$ cat src/rtl/tone_sequencer_if.sv
// Host-side bus of the tone sequencer: note-table programming, run control and status.
// The host drives through the master modport; the sequencer sits on the slave modport.
interface tone_sequencer_if #(
  parameter int DEPTH = 16,
  parameter int DIV_W = 16,
  parameter int DUR_W = 12
);
  localparam int AW = $clog2(DEPTH);

  logic             cfg_we;
  logic [AW-1:0]    cfg_addr;
  logic [DIV_W-1:0] cfg_div;
  logic [DUR_W-1:0] cfg_dur;
  logic [AW:0]      seq_len;
  logic             loop_en;
  logic             start;
  logic             stop;
  logic             busy;
  logic             done;
  logic [AW-1:0]    note_idx;

  modport master (
    output cfg_we, cfg_addr, cfg_div, cfg_dur, seq_len, loop_en, start, stop,
    input  busy, done, note_idx
  );

  modport slave (
    input  cfg_we, cfg_addr, cfg_div, cfg_dur, seq_len, loop_en, start, stop,
    output busy, done, note_idx
  );
endinterface

$ cat src/rtl/tone_sequencer.sv
// Plays a host-programmed note table on a 256-step sine LUT generator by strobing its
// step enable at a per-note rate and holding it in reset between notes (phase 0 per note).
module tone_sequencer #(
  parameter int DEPTH      = 16,
  parameter int DIV_W      = 16,
  parameter int DUR_W      = 12,
  parameter int GAP_CYCLES = 1024,
  parameter int REST_DIV   = 255
) (
  input  logic             clk,
  input  logic             reset,
  tone_sequencer_if.slave  host,
  output logic             sin_clk_o,
  output logic             sine_rst_o,
  output logic             rest_o
);
  localparam int AW = $clog2(DEPTH);
  localparam int GAP_W = $clog2(GAP_CYCLES + 2);
  localparam bit HAS_GAP = (GAP_CYCLES > 0);
  localparam logic [GAP_W-1:0] GAP_LAST = GAP_W'((GAP_CYCLES > 0) ? GAP_CYCLES - 1 : 0);
  localparam logic [DIV_W-1:0] REST_DIV_C = DIV_W'(REST_DIV);
  localparam logic [AW:0] DEPTH_C = (AW + 1)'(DEPTH);

  typedef enum logic [2:0] {
    S_IDLE = 3'd0,
    S_LOAD = 3'd1,
    S_PLAY = 3'd2,
    S_GAP  = 3'd3,
    S_NEXT = 3'd4
  } state_e;

  state_e           state_q, state_d;
  logic [DIV_W-1:0] tbl_div_q [DEPTH];
  logic [DUR_W-1:0] tbl_dur_q [DEPTH];
  logic [AW-1:0]    idx_q, idx_d;
  logic [DIV_W-1:0] div_q, div_d;
  logic [DIV_W-1:0] div_cnt_q, div_cnt_d;
  logic [DUR_W-1:0] dur_cnt_q, dur_cnt_d;
  logic [7:0]       step_q, step_d;
  logic [GAP_W-1:0] gap_q, gap_d;
  logic             rest_q, rest_d;
  logic             done_q, done_d;

  logic [AW:0]      len_s;
  logic [DIV_W-1:0] eff_div_s;
  logic             strobe_s;
  logic             more_s;

  // Note table: host writes land in any state and are never cleared by reset.
  always_ff @(posedge clk) begin
    if (host.cfg_we) begin
      tbl_div_q[host.cfg_addr] <= host.cfg_div;
      tbl_dur_q[host.cfg_addr] <= host.cfg_dur;
    end
  end

  assign len_s     = (host.seq_len > DEPTH_C) ? DEPTH_C : host.seq_len;
  assign eff_div_s = rest_q ? REST_DIV_C : div_q;
  assign strobe_s  = (state_q == S_PLAY) && (div_cnt_q == eff_div_s);
  assign more_s    = (({1'b0, idx_q} + (AW + 1)'(1)) < len_s);

  // Next-state logic; a note ends on the strobe that wraps step 255->0 in its last period.
  always_comb begin
    state_d   = state_q;
    idx_d     = idx_q;
    div_d     = div_q;
    div_cnt_d = div_cnt_q;
    dur_cnt_d = dur_cnt_q;
    step_d    = step_q;
    gap_d     = gap_q;
    rest_d    = rest_q;
    done_d    = 1'b0;
    if (host.stop && (state_q != S_IDLE)) begin
      state_d = S_IDLE;
    end else begin
      case (state_q)
        S_IDLE: begin
          if (host.start && !host.stop) begin
            if (len_s == '0) begin
              done_d = 1'b1;
            end else begin
              state_d = S_LOAD;
              idx_d   = '0;
            end
          end else begin
            state_d = S_IDLE;
          end
        end
        S_LOAD: begin
          div_d     = tbl_div_q[idx_q];
          dur_cnt_d = (tbl_dur_q[idx_q] == '0) ? DUR_W'(1) : tbl_dur_q[idx_q];
          rest_d    = (tbl_div_q[idx_q] == '0);
          div_cnt_d = '0;
          step_d    = '0;
          gap_d     = '0;
          state_d   = S_PLAY;
        end
        S_PLAY: begin
          if (strobe_s) begin
            div_cnt_d = '0;
            step_d    = step_q + 8'd1;
            if (step_q == 8'hFF) begin
              if (dur_cnt_q == DUR_W'(1)) begin
                state_d = HAS_GAP ? S_GAP : S_NEXT;
              end else begin
                dur_cnt_d = dur_cnt_q - DUR_W'(1);
              end
            end else begin
              dur_cnt_d = dur_cnt_q;
            end
          end else begin
            div_cnt_d = div_cnt_q + DIV_W'(1);
          end
        end
        S_GAP: begin
          if (gap_q == GAP_LAST) begin
            state_d = S_NEXT;
          end else begin
            gap_d = gap_q + GAP_W'(1);
          end
        end
        S_NEXT: begin
          if (more_s) begin
            idx_d   = idx_q + AW'(1);
            state_d = S_LOAD;
          end else if (host.loop_en) begin
            idx_d   = '0;
            state_d = S_LOAD;
          end else begin
            state_d = S_IDLE;
            done_d  = 1'b1;
          end
        end
        default: begin
          state_d = S_IDLE;
        end
      endcase
    end
  end

  // State and working registers with synchronous reset.
  always_ff @(posedge clk) begin
    if (reset) begin
      state_q   <= S_IDLE;
      idx_q     <= '0;
      div_q     <= '0;
      div_cnt_q <= '0;
      dur_cnt_q <= '0;
      step_q    <= '0;
      gap_q     <= '0;
      rest_q    <= 1'b0;
      done_q    <= 1'b0;
    end else begin
      state_q   <= state_d;
      idx_q     <= idx_d;
      div_q     <= div_d;
      div_cnt_q <= div_cnt_d;
      dur_cnt_q <= dur_cnt_d;
      step_q    <= step_d;
      gap_q     <= gap_d;
      rest_q    <= rest_d;
      done_q    <= done_d;
    end
  end

  // stop gates the step strobe in the same cycle so no step leaks out after an abort.
  assign sin_clk_o     = strobe_s && !rest_q && !host.stop;
  assign sine_rst_o    = !((state_q == S_PLAY) && !rest_q);
  assign rest_o        = (state_q == S_PLAY) && rest_q;
  assign host.busy     = (state_q != S_IDLE);
  assign host.done     = done_q;
  assign host.note_idx = idx_q;
endmodule

$ cat src/flat_wrapper.sv
// flat-port wrapper written by rule: the top's interface ports become plain ports
module tone_sequencer_flat 
#(
  parameter int DEPTH      = 16,
  parameter int DIV_W      = 16,
  parameter int DUR_W      = 12,
  parameter int GAP_CYCLES = 1024,
  parameter int REST_DIV   = 255
)
  (clk, reset, sin_clk_o, sine_rst_o, rest_o, host_cfg_we, host_cfg_addr, host_cfg_div, host_cfg_dur, host_seq_len, host_loop_en, host_start, host_stop, host_busy, host_done, host_note_idx);
  tone_sequencer_if #(.DEPTH(DEPTH), .DIV_W(DIV_W), .DUR_W(DUR_W)) host_i ();
  input  logic clk;
  input  logic reset;
  output logic sin_clk_o;
  output logic sine_rst_o;
  output logic rest_o;
  input wire logic [$bits(host_i.cfg_we)-1:0] host_cfg_we;
  input wire logic [$bits(host_i.cfg_addr)-1:0] host_cfg_addr;
  input wire logic [$bits(host_i.cfg_div)-1:0] host_cfg_div;
  input wire logic [$bits(host_i.cfg_dur)-1:0] host_cfg_dur;
  input wire logic [$bits(host_i.seq_len)-1:0] host_seq_len;
  input wire logic [$bits(host_i.loop_en)-1:0] host_loop_en;
  input wire logic [$bits(host_i.start)-1:0] host_start;
  input wire logic [$bits(host_i.stop)-1:0] host_stop;
  output wire logic [$bits(host_i.busy)-1:0] host_busy;
  output wire logic [$bits(host_i.done)-1:0] host_done;
  output wire logic [$bits(host_i.note_idx)-1:0] host_note_idx;
  assign host_i.cfg_we = host_cfg_we;
  assign host_i.cfg_addr = host_cfg_addr;
  assign host_i.cfg_div = host_cfg_div;
  assign host_i.cfg_dur = host_cfg_dur;
  assign host_i.seq_len = host_seq_len;
  assign host_i.loop_en = host_loop_en;
  assign host_i.start = host_start;
  assign host_i.stop = host_stop;
  assign host_busy = host_i.busy;
  assign host_done = host_i.done;
  assign host_note_idx = host_i.note_idx;
  tone_sequencer #(.DEPTH(DEPTH), .DIV_W(DIV_W), .DUR_W(DUR_W), .GAP_CYCLES(GAP_CYCLES), .REST_DIV(REST_DIV)) u_core (.clk(clk), .reset(reset), .host(host_i), .sin_clk_o(sin_clk_o), .sine_rst_o(sine_rst_o), .rest_o(rest_o));
endmodule
$ cat config.mk
export PLATFORM = sky130hd
export DESIGN_NAME = tone_sequencer_flat
export DESIGN_NICKNAME = d
export VERILOG_FILES = /design/src/rtl/tone_sequencer_if.sv /design/src/rtl/tone_sequencer.sv /design/src/flat_wrapper.sv
export SDC_FILE = /design/constraint.sdc
export NUM_CORES = 1
export LEC_CHECK = 0
export BUFFER_PORTS_ARGS = -buffer_cell sky130_fd_sc_hd__buf_2
export CAP_MARGIN = 20
export CORE_MARGIN = 4
export CORE_UTILIZATION = 56
export CTS_CLUSTER_DIAMETER = 80
export CTS_CLUSTER_SIZE = 16
export DETAILED_ROUTE_END_ITERATION = 10
export MAX_ROUTING_LAYER = met4
export PLACE_DENSITY = 0.72
export SYNTH_ARGS = -nofsm -noshare
export SYNTH_HDL_FRONTEND = slang
export SYNTH_SLANG_ARGS = --single-unit
$ cat constraint.sdc
create_clock -name clk -period 3.6 [get_ports clk]
set_input_delay 0.54 -clock clk [delete_from_list [all_inputs] [get_ports clk]]
set_output_delay 0.54 -clock clk [all_outputs]
set_load 0.01 [all_outputs]
==> metrics.md <==
| Metric | Value |
|---|---|
| Status | completed |
| FMAX | 308 MHz |
| Initial Util | 57.2% |
| Remaining Overflow, GRT | 0 |
| Worst R2R Start | u_core.host.note_idx[0] |
| Synth Area in Adders | 0.594% |
| Post-DP Area | 0.0221 sq mm |
| Final hold viol count | 0 |
| First-pass GRT wire length | 69.3 mm |
| Synth warnings | 0 |
| WL/cell | 24.8 um |
| Synth Area in Compound Gates | 4.91% |
| Yosys top cell area share | 63.8% |
| Setup crit end | sin_clk_o |
| Max IR drop VDD | 0.402 mV |
| Clock tree buffer depth | 3 |
| TritonCTS Buffers | 38 |
| Seq/Total Area, Yosys | 71.0% |
| Clock transition at path regs | 80 ps |
| Filler cells | 2617 |
| Period Utilization, post-route | 90.2% |
| Core area | 0.0369 sq mm |
| Mapped Area | 0.0211 sq mm |
| Post-DP HPWL | 24.7 mm |
| Worst Setup Start Kind | flop |
| TritonCTS clock tree | built |
| CTS H-tree depth | 2 |
| Largest family of logic cells by synthesized area | multiplexers |
| Final GP Congestion | 0.841 |
| DIE HEIGHT | 202 um |
| Post-synth ARST share | 0% |
| Final net count | 1339 |
| Largest net degree at the start of global routing | 70 |
| P per Cell Area | 520 mW/mm^2 |
| Final setup viols | 0 |
| Fin cells | 1805 |
| Die W | 202 um |
| Post-route antenna net violation count | 0 |
| Worst Tran Pin Value | 816 ps |
| TritonRoute pass-1 iters | 6 |
| Yosys top cell by area | edfxtp_1 |
| Crit path launch | u_core.rest_q |
| Worst skew pair latency | 550 ps |
| Final Max Slew Viols | 0 |
| Iteration-0 DRC Markers | 1207 |
| Post-Syn Nets | 1279 |
| Setup crit end kind | primary output |
| WP data arrival | 2710 ps |
| Clock Skew | 13.7 ps |
| R2R setup slack | 560 ps |
| Yosys reg bits | 524 |
| Total GRT Usage | 22.9% |
| RSZ-0062 raised after global routing | false |
| R2R depth | 11 |
| DR vias | 11229 |
| Post-synth cell types | 61 |
| Crit Path Category | flop to primary output |
| Vias per inst | 6.22 |
| Synth top area cells | edfxtp_1 (64%), mux4_2 (13%), dfxtp_1 (7.2%), nor2_1 (1.6%), a22oi_1 (1.6%) |
| Crit-path max FO | 20 |
| Syn_area_per_cell | 17.2 sq um |
| Share of cells above drive strength 1 | 21.8% |
| Number of synthesized flops with an enable pin | 448 |
| I/O Buffers | 51 |
| Post-Syn Instances | 1226 |
| XOR/XNOR Fraction of Synth Area | 1.54% |
| Sink Count | 524 |
| CTS Root Cell | clkbuf_16 |
| Layout area overhead | 9.73% |
| Setup TNS | 0 ps |
| Final Critical Period | 3250 ps |
| Max-cap violations | 0 |
| I/O pin count | 52 |
| Static leakage | 7.14 nW |
| Normalized max-slew margin | 45.3% |
| Fin area | 0.0231 sq mm |
| Site Rows | 70 |
| Drt drc | 0 |
| WP data required | 3060 ps |
| Post-synth top flop | edfxtp_1 |
| Min-Delay Path Class | input pin to flop |
| Mux contribution to synthesized area | 12.9% |
| Dpl cells | 1748 |
| Initial antenna violation count | 4 |
| WL final | 44.7 mm |
| Vias in the first global route | 11182 |
| DIE AREA | 0.0408 sq mm |
| Synth Area in Simple Gates | 7.15% |
| PostCTS Resize Cnt | 0 |
## power breakdown
group	internal, W	switching [W]	total, W
logic	0.000440	0.000793	0.00123
clock network	0.00198	0.00193	0.00390
registers	0.00675	0.000127	0.00688
## layout make-up
class	instances	area, sq um	area share, %
well taps	504	631	2.73
flip-flops and latches	524	15000	64.8
inverters	11	41.3	0.178
diodes	4	10.0	0.0433
clock inverters	2	36.3	0.157
multi-input cells	622	5830	25.2
clock buffers	49	1010	4.38
repair buffers	89	591	2.55
## placed cells by master, fill, tap and decap left out, drive strengths merged, types with 4 or more instances in the layout
master / n
a211oi: 10
a21oi: 37
a22oi: 45
a32o: 7
a32oi: 6
and2: 10
and3: 6
buf: 89
clkbuf: 49
dfxtp: 76
diode: 4
edfxtp: 448
ha: 10
inv: 11
mux2i: 4
mux4: 119
nand2: 82
nand2b: 8
nand3: 21
nand3b: 5
nand4: 16
nand4b: 5
nor2: 92
nor2b: 5
nor3: 28
nor4: 7
o211ai: 4
o21ai: 12
or2: 5
or3: 6
xnor2: 22
xor2: 15
## critical path, stage by stage, from the launching register on
cell,delay (ps)
dfxtp_1,490
or4_1,590
a32oi_1,330
nand4_1,210
buf_4,220
nor3_1,160
buf_2,150
## registers in the layout, summed over array words and instances, names as in the netlist, named ones only
register,count
u_core.div_cnt_q,16
u_core.div_q,16
u_core.dur_cnt_q,12
u_core.gap_q,11
u_core.host.done,1
u_core.host.note_idx,4
u_core.rest_q,1
u_core.state_q,3
u_core.step_q,8
u_core.tbl_div_q,256
u_core.tbl_dur_q,192
## what timing repair did
item,CTS,global route
setup endpoints to repair,0,1
hold buffers,0,0
setup buffers,0,2
## cells by family after synthesis
group                      Yosys count
xor gates and xnor gates            37
DFF                                524
buffers and inverters               80
muxes                              123
AOI/OAI and AO/OA                  144
adders and majority gates           10
and+or+nand+nor                    308
## how the worst min path moves through the flow
stage | from | end | cells after the start
after floorplan | u_core.div_q[0] | u_core.div_q[0] | 2
after global placement | u_core.div_q[0] | u_core.div_q[0] | 2
after detailed placement | u_core.gap_q[9] | u_core.gap_q[9] | 2
after CTS | host_loop_en | u_core.host.done | 4
after global routing | host_loop_en | u_core.host.done | 4
final | host_loop_en | u_core.host.done | 4
## synthesized netlist by cell type, drive strengths merged, types with 7 or more instances
cell type / count
edfxtp: 448
nand3: 21
mux4: 119
nor4: 7
nand4: 16
a211oi: 10
dfxtp: 76
xnor2: 22
a22oi: 45
nor2: 92
a21oi: 37
ha: 10
clkbuf: 38
o21ai: 12
nand2b: 8
nand2: 82
buf: 31
nor3: 28
and2: 10
a32o: 7
xor2: 15
inv: 10
## metrics by stage
stage	worst slack, ps	total power, W	hold WS, ps	util [%]
after floorplan	161	0.00785	450	-
after global placement	660	0.00816	470	59.8
after detailed placement	589	0.00819	477	59.8
after CTS	93.9	0.0121	288	62.7
after global routing	187	0.0125	328	62.7
final	353	0.0120	303	62.7
## routing by layer
metal	wire length, um	GRT usage, %	vias up
met1	18800	32.4	5803
met5	0	-	-
met3	2850	3.85	61
li1	-	-	4987
met4	818	4.71	0
met2	22300	36.0	378
(Power assumes the default switching activity.)
